[config.mk]
export PLATFORM = sky130hd
export DESIGN_NAME = pixel_packer
export DESIGN_NICKNAME = d
export VERILOG_FILES = /design/src/rtl/pixel_packer.sv
export SDC_FILE = /design/constraint.sdc
export NUM_CORES = 1
export LEC_CHECK = 0
export CELL_PAD_IN_SITES_DETAIL_PLACEMENT = 0
export CELL_PAD_IN_SITES_GLOBAL_PLACEMENT = 1
export CORE_ASPECT_RATIO = 1.4
export CORE_MARGIN = 2
export CORE_UTILIZATION = 48
export CTS_CLUSTER_SIZE = 24
export DETAILED_ROUTE_END_ITERATION = 6
export GPL_ROUTABILITY_DRIVEN = 0
export GPL_TIMING_DRIVEN = 0
export PLACE_DENSITY = 0.81
export SKIP_LAST_GASP = 1
export SLEW_MARGIN = 0
export SYNTH_ARGS = -nofsm -noshare
export SYNTH_HDL_FRONTEND = slang
export SYNTH_SLANG_ARGS = --single-unit
[constraint.sdc]
create_clock -name pclk -period 5.5 [get_ports pclk]
set_input_delay 0.825 -clock pclk [delete_from_list [all_inputs] [get_ports pclk]]
set_output_delay 0.825 -clock pclk [all_outputs]
set_load 0.01 [all_outputs]
[src/rtl/pixel_packer.sv]
// Pixel packer: groups 10-bit camera pixels four at a time into 40-bit
// words, tags first/last word of a frame and buffers them in a FWFT FIFO.
//
// Ports:
//   pclk          clock, rising edge
//   reset         synchronous, active-high
//   pixel_in      10-bit pixel sample
//   pixel_valid   pixel_in valid this cycle (no backpressure upstream)
//   sof           single-cycle start-of-frame pulse
//   out_data      four packed pixels, first pixel in [9:0]
//   out_valid     out_data/out_sop/out_eop valid
//   out_ready     downstream accepts the head word
//   out_sop       first word of a frame
//   out_eop       last word of a frame
//   frame_count   complete frames enqueued, wraps at 16 bits
//   overflow      sticky, a word was dropped on a full FIFO
//   frame_error   one-cycle pulse on a short or dropped frame

module pixel_packer #(
    parameter int FRAME_WIDTH = 2300,
    parameter int FRAME_LINES = 1540,
    parameter int FIFO_DEPTH  = 16
) (
    input  logic        pclk,
    input  logic        reset,
    input  logic [9:0]  pixel_in,
    input  logic        pixel_valid,
    input  logic        sof,
    output logic [39:0] out_data,
    output logic        out_valid,
    input  logic        out_ready,
    output logic        out_sop,
    output logic        out_eop,
    output logic [15:0] frame_count,
    output logic        overflow,
    output logic        frame_error
);

    localparam int AW = $clog2(FIFO_DEPTH);
    localparam logic [23:0] LAST_PIX = 24'(FRAME_WIDTH * FRAME_LINES - 1);
    localparam logic [AW:0] FULL_CNT = (AW + 1)'(FIFO_DEPTH);
    localparam logic [AW:0] CNT_ONE  = (AW + 1)'(1);
    localparam logic [AW-1:0] PTR_ONE = AW'(1);

    typedef enum logic [1:0] {
        ST_WAIT_SOF,
        ST_ACTIVE,
        ST_DONE,
        ST_DROP
    } state_t;

    // Packing state
    state_t      state_q;
    logic [1:0]  lane_q;
    logic [23:0] pix_cnt_q;
    logic [9:0]  lane0_q;
    logic [9:0]  lane1_q;
    logic [9:0]  lane2_q;
    logic        sop_pend_q;

    // Completed word waiting to be pushed on the next edge
    logic        word_vld_q;
    logic        word_sop_q;
    logic        word_eop_q;
    logic [39:0] word_q;

    logic [15:0] frame_count_q;
    logic        overflow_q;
    logic        frame_error_q;

    // FIFO storage: {sop, eop, data}
    logic [41:0]   mem_q [FIFO_DEPTH];
    logic [AW-1:0] wr_ptr_q;
    logic [AW-1:0] rd_ptr_q;
    logic [AW:0]   cnt_q;
    logic [AW:0]   cnt_d;
    logic [41:0]   head;

    logic full;
    logic push;
    logic drop;
    logic pop;
    logic last_pix;

    // A push that meets a full FIFO is dropped even if a pop happens
    // on the same edge.
    assign full     = (cnt_q == FULL_CNT);
    assign push     = word_vld_q && !full;
    assign drop     = word_vld_q && full;
    assign pop      = out_valid && out_ready;
    assign last_pix = (pix_cnt_q == LAST_PIX);

    // Frame FSM and lane packer
    always_ff @(posedge pclk) begin
        if (reset) begin
            state_q       <= ST_WAIT_SOF;
            lane_q        <= 2'd0;
            pix_cnt_q     <= 24'd0;
            lane0_q       <= 10'd0;
            lane1_q       <= 10'd0;
            lane2_q       <= 10'd0;
            sop_pend_q    <= 1'b0;
            word_vld_q    <= 1'b0;
            word_sop_q    <= 1'b0;
            word_eop_q    <= 1'b0;
            word_q        <= 40'd0;
            frame_count_q <= 16'd0;
            overflow_q    <= 1'b0;
            frame_error_q <= 1'b0;
        end else begin
            word_vld_q    <= 1'b0;
            frame_error_q <= 1'b0;

            if (drop) begin
                overflow_q    <= 1'b1;
                frame_error_q <= 1'b1;
            end

            if (push && word_eop_q) begin
                frame_count_q <= frame_count_q + 16'd1;
            end

            if (sof) begin
                // sof wins over everything; a coincident pixel
                // becomes pixel 1 of the new frame.
                if (state_q == ST_ACTIVE) begin
                    frame_error_q <= 1'b1;
                end
                state_q    <= ST_ACTIVE;
                sop_pend_q <= 1'b1;
                lane0_q    <= pixel_in;
                lane_q     <= pixel_valid ? 2'd1 : 2'd0;
                pix_cnt_q  <= pixel_valid ? 24'd1 : 24'd0;
            end else if (drop) begin
                state_q <= ST_DROP;
            end else begin
                case (state_q)
                    ST_ACTIVE: begin
                        if (pixel_valid) begin
                            pix_cnt_q <= pix_cnt_q + 24'd1;
                            lane_q    <= lane_q + 2'd1;
                            case (lane_q)
                                2'd0: lane0_q <= pixel_in;
                                2'd1: lane1_q <= pixel_in;
                                2'd2: lane2_q <= pixel_in;
                                default: begin
                                    word_q <= {pixel_in, lane2_q,
                                               lane1_q, lane0_q};
                                    word_vld_q <= 1'b1;
                                    word_sop_q <= sop_pend_q;
                                    word_eop_q <= last_pix;
                                    sop_pend_q <= 1'b0;
                                    if (last_pix) begin
                                        state_q <= ST_DONE;
                                    end
                                end
                            endcase
                        end
                    end
                    default: begin
                        state_q <= state_q;
                    end
                endcase
            end
        end
    end

    // FIFO occupancy
    always_comb begin
        cnt_d = cnt_q;
        case ({push, pop})
            2'b10:   cnt_d = cnt_q + CNT_ONE;
            2'b01:   cnt_d = cnt_q - CNT_ONE;
            default: cnt_d = cnt_q;
        endcase
    end

    always_ff @(posedge pclk) begin
        if (reset) begin
            wr_ptr_q <= '0;
            rd_ptr_q <= '0;
            cnt_q    <= '0;
        end else begin
            if (push) begin
                wr_ptr_q <= wr_ptr_q + PTR_ONE;
            end
            if (pop) begin
                rd_ptr_q <= rd_ptr_q + PTR_ONE;
            end
            cnt_q <= cnt_d;
        end
    end

    always_ff @(posedge pclk) begin
        if (push) begin
            mem_q[wr_ptr_q] <= {word_sop_q, word_eop_q, word_q};
        end
    end

    // First-word-fall-through head; zeroed while empty so stale RAM
    // contents never reach the outputs.
    assign head      = mem_q[rd_ptr_q];
    assign out_valid = (cnt_q != '0);
    assign out_sop   = out_valid ? head[41] : 1'b0;
    assign out_eop   = out_valid ? head[40] : 1'b0;
    assign out_data  = out_valid ? head[39:0] : 40'd0;

    assign frame_count = frame_count_q;
    assign overflow    = overflow_q;
    assign frame_error = frame_error_q;

endmodule

==> results.py <==
metrics = {
    "cells_and_area": {
        "fin_cells": 2768,
        "final_util": 0.563,
        "nets": 1900,
        "layout_common_cells": "672 x edfxtp_1, 210 x mux4_2, 164 x nand2_1",
        "n_fill_cell": 4828,
        "design_area_um2": 36100,
        "area_growth_pct": 16.1,
        "layout-drive-gt1-share": 0.217,
        "final_common_cell": "edfxtp_1",
    },
    "grt": {
        "grt_pass1_vias": 17000,
        "grt_max_degree": 24,
        "grt.overflow.total": 0,
        "track_usage": 0.222,
        "grt_antenna_before_repair": 3,
        "grt_pass1_wl_um": 108000,
    },
    "timing": {
        "maxSlewHeadroom": 0.179,
        "fin_tns_setup_ps": 0,
        "fin_crit_sh": 0.946,
        "finalSetupViolations": 0,
        "hold_viol_final": 0,
        "slew_viol_final": 0,
        "worst_slack_ps": 299,
        "finalCriticalPeriod_ps": 5200,
        "rsz0062_at_grt": "false",
        "holdWs_ps": 455,
        "fmax_ghz": 0.192,
        "worst_slew_pin_slew_ps": 1230,
        "clock_skew_ps": 20.3,
    },
    "detailed_routing": {
        "firstDrtPassIters": 6,
        "routed_via_density": 5.88,
        "drt_iter0_drc": 1693,
        "post-route-drc-count": 0,
        "antenna_left": 0,
        "vias": 16300,
        "wirelength_um": 72400,
        "post_drt_wl_per_cell_um": 26.2,
    },
    "floorplanning": {
        "ios": 76,
        "coreArea_um2": 64100,
        "rows": 110,
        "die_h_um": 305,
        "die_x_um": 219,
        "dieArea_um2": 66900,
        "start_util": 0.485,
    },
    "critical_path": {
        "cp-end-kind": "primary output",
        "cp_cell_sequence": "clkbuf_1 > clkbuf_1 > clkbuf_1 > mux4_2 > mux4_2 > and2_1 > clkdlybuf4s50_1",
        "crit_top_cell": "clkbuf_1",
        "cp-start-kind": "flop",
        "slowest_stage": "clkbuf_1",
        "worstPathRequired_ps": 4680,
        "cpPeakStageDelay_ps": 810,
        "arrival_ps": 4380,
        "reg2reg_setup_slack_ps": 1910,
        "critPathKind": "flop to primary output",
        "cp_max_fo": 10,
    },
    "power": {
        "power.switching_mw": 2.27,
        "p_leak_nw": 10.3,
        "power.density_nw_per_um2": 321,
        "sw_frac_of_total": 0.196,
        "p_comb_frac": 0.006,
        "internal_power_mw": 9.33,
        "power.share.sequential": 0.564,
        "vdd_drop_max_uv": 331,
        "p_total_mw": 11.6,
        "clkPwrFrac": 0.429,
    },
    "clock_tree": {
        "clk_pin_slew_ps": 60,
        "clk_path_buf_depth": 3,
        "cts.sinks": 809,
        "ctsHoldBuffers": 0,
        "htree_levels": 3,
        "cts_setup_buffers": 0,
        "cts_tree": "built",
        "clockRootBuffer": "clkbuf_16",
        "cts_resized": 0,
        "clock_latency_ps": 620,
        "cts_inserted_buffers": 71,
    },
    "outcome": {
        "run_status": "completed",
    },
    "hold_path": {
        "hp-class": "flop to flop",
    },
    "synthesis": {
        "yosysWarnings": 0,
        "synthFlopType": "edfxtp_1",
        "async_flop_share": 0,
        "synth_edf_count": 672,
        "syn_nets": 1706,
        "ys_types": 51,
        "synth.yosys.seq_area_share": 0.737,
        "syn_area_per_cell_um2": 18.5,
        "ys_ff_latch": 809,
        "netlist_instances": 1677,
        "synth_area_um2": 31100,
    },
    "placed_design": {
        "dp_hpwl_um": 46700,
        "dp_cells": 2638,
        "place_ws_ps": 917,
        "placed_cell_area_um2": 33800,
        "io_buffers": 74,
    },
    "flow_run": {
        "drv_cap": 0,
    },
}
layout make-up:
class / count / area (um^2) / area share
multi-input cells: 758 / 7830 / 0.217
plain buffers: 94 / 392 / 0.0108
diodes: 2 / 5.00 / 0.000139
clock inverters: 48 / 493 / 0.0137
inverters: 16 / 60.1 / 0.00166
clock buffers: 80 / 1830 / 0.0507
repair buffers: 121 / 1520 / 0.0420
well taps: 840 / 1050 / 0.0291
flip-flops and latches: 809 / 22900 / 0.635
cell families (layout without fill, tap and decap cells):
group | after synthesis | after routing | share of synthesized area
flops | 809 | 809 | 0.737
simple gates | 360 | 360 | 0.0544
mux | 215 | 215 | 0.154
compound gates | 132 | 132 | 0.0240
buf+inv | 110 | 359 | 0.0145
xor+xnor | 37 | 37 | 0.0104
fa+ha+maj | 14 | 14 | 0.00563
other cells | 0 | 2 | 0
synth_stat cells (all sizes together) (2+ instances only):
cell type  number  area [um^2]
a21o            2         15.0
a21oi          91          459
a31oi           3         18.8
and2           46          288
and3            6         37.5
and3b           3         26.3
and4            6         52.6
buf            34          165
clkbuf         60          226
dfxtp         137         2740
edfxtp        672        20200
ha             14          175
inv            16         60.1
mux2i           4         40.0
mux4          210         4730
nand2         164          616
nand2b          4         25.0
nand3          11         55.1
nand3b          5         37.5
nand4          10         62.6
nor2           76          285
nor3            8         40.0
nor4            3         40.0
o2111ai         6         52.6
o211ai          6         45.0
o21a            2         15.0
o21ai          14         70.1
o31ai           2         15.0
or3            10         62.6
or4             2         15.0
or4b            3         30.0
xnor2           9         78.8
xor2           28          245
path summary, 6_finish.rpt:
kind | endpoint | start | cells past startpoint
min | lane0_q[9] | lane0_q[9] | 2
max reg2reg | cnt_q[4] | cnt_q[2] | 13
max | out_data[32] | flop | 7
min reg2reg | lane0_q[9] | lane0_q[9] | 2
state kept, by name (all words and copies together), names as in the netlist, named ones only:
register and cells:
state_q 2, lane0_q 10, overflow 1, pix_cnt_q 24
rd_ptr_q 4, lane_q 2, sop_pend_q 1, frame_error 1
mem_q 672, lane2_q 10, frame_count 16, word_q 40
word_sop_q 1, word_eop_q 1, word_vld_q 1, wr_ptr_q 4
cnt_q 5, lane1_q 10
routing by layer:
metal / up-vias / track usage / wire [um]
met1: 8446 / 0.274 / 26700
met2: 677 / 0.397 / 38500
li1: 6985 / - / -
met5: - / 0 / 24
met4: 4 / 0.0781 / 2320
met3: 153 / 0.0351 / 4870
power groups by stage:
stage	combinational, mW	clock, mW	sequential [mW]
2_1_floorplan	0.0390	0	6.68
3_3_place_gp	0.0709	0	6.68
3_5_place_dp	0.0719	0	6.68
4_1_cts	0.0722	5.06	6.55
5_1_grt	0.0801	5.27	6.54
6_report	0.0726	4.98	6.55
worst max-delay path, delay by kind of cell, from the launching register on:
kind / cells / cell delay [ps]
buf+inv: 4 / 2310
mux: 2 / 960
flops: 1 / 310
simple gates: 1 / 190
No activity file was read; power rests on OpenSTA's default activity.
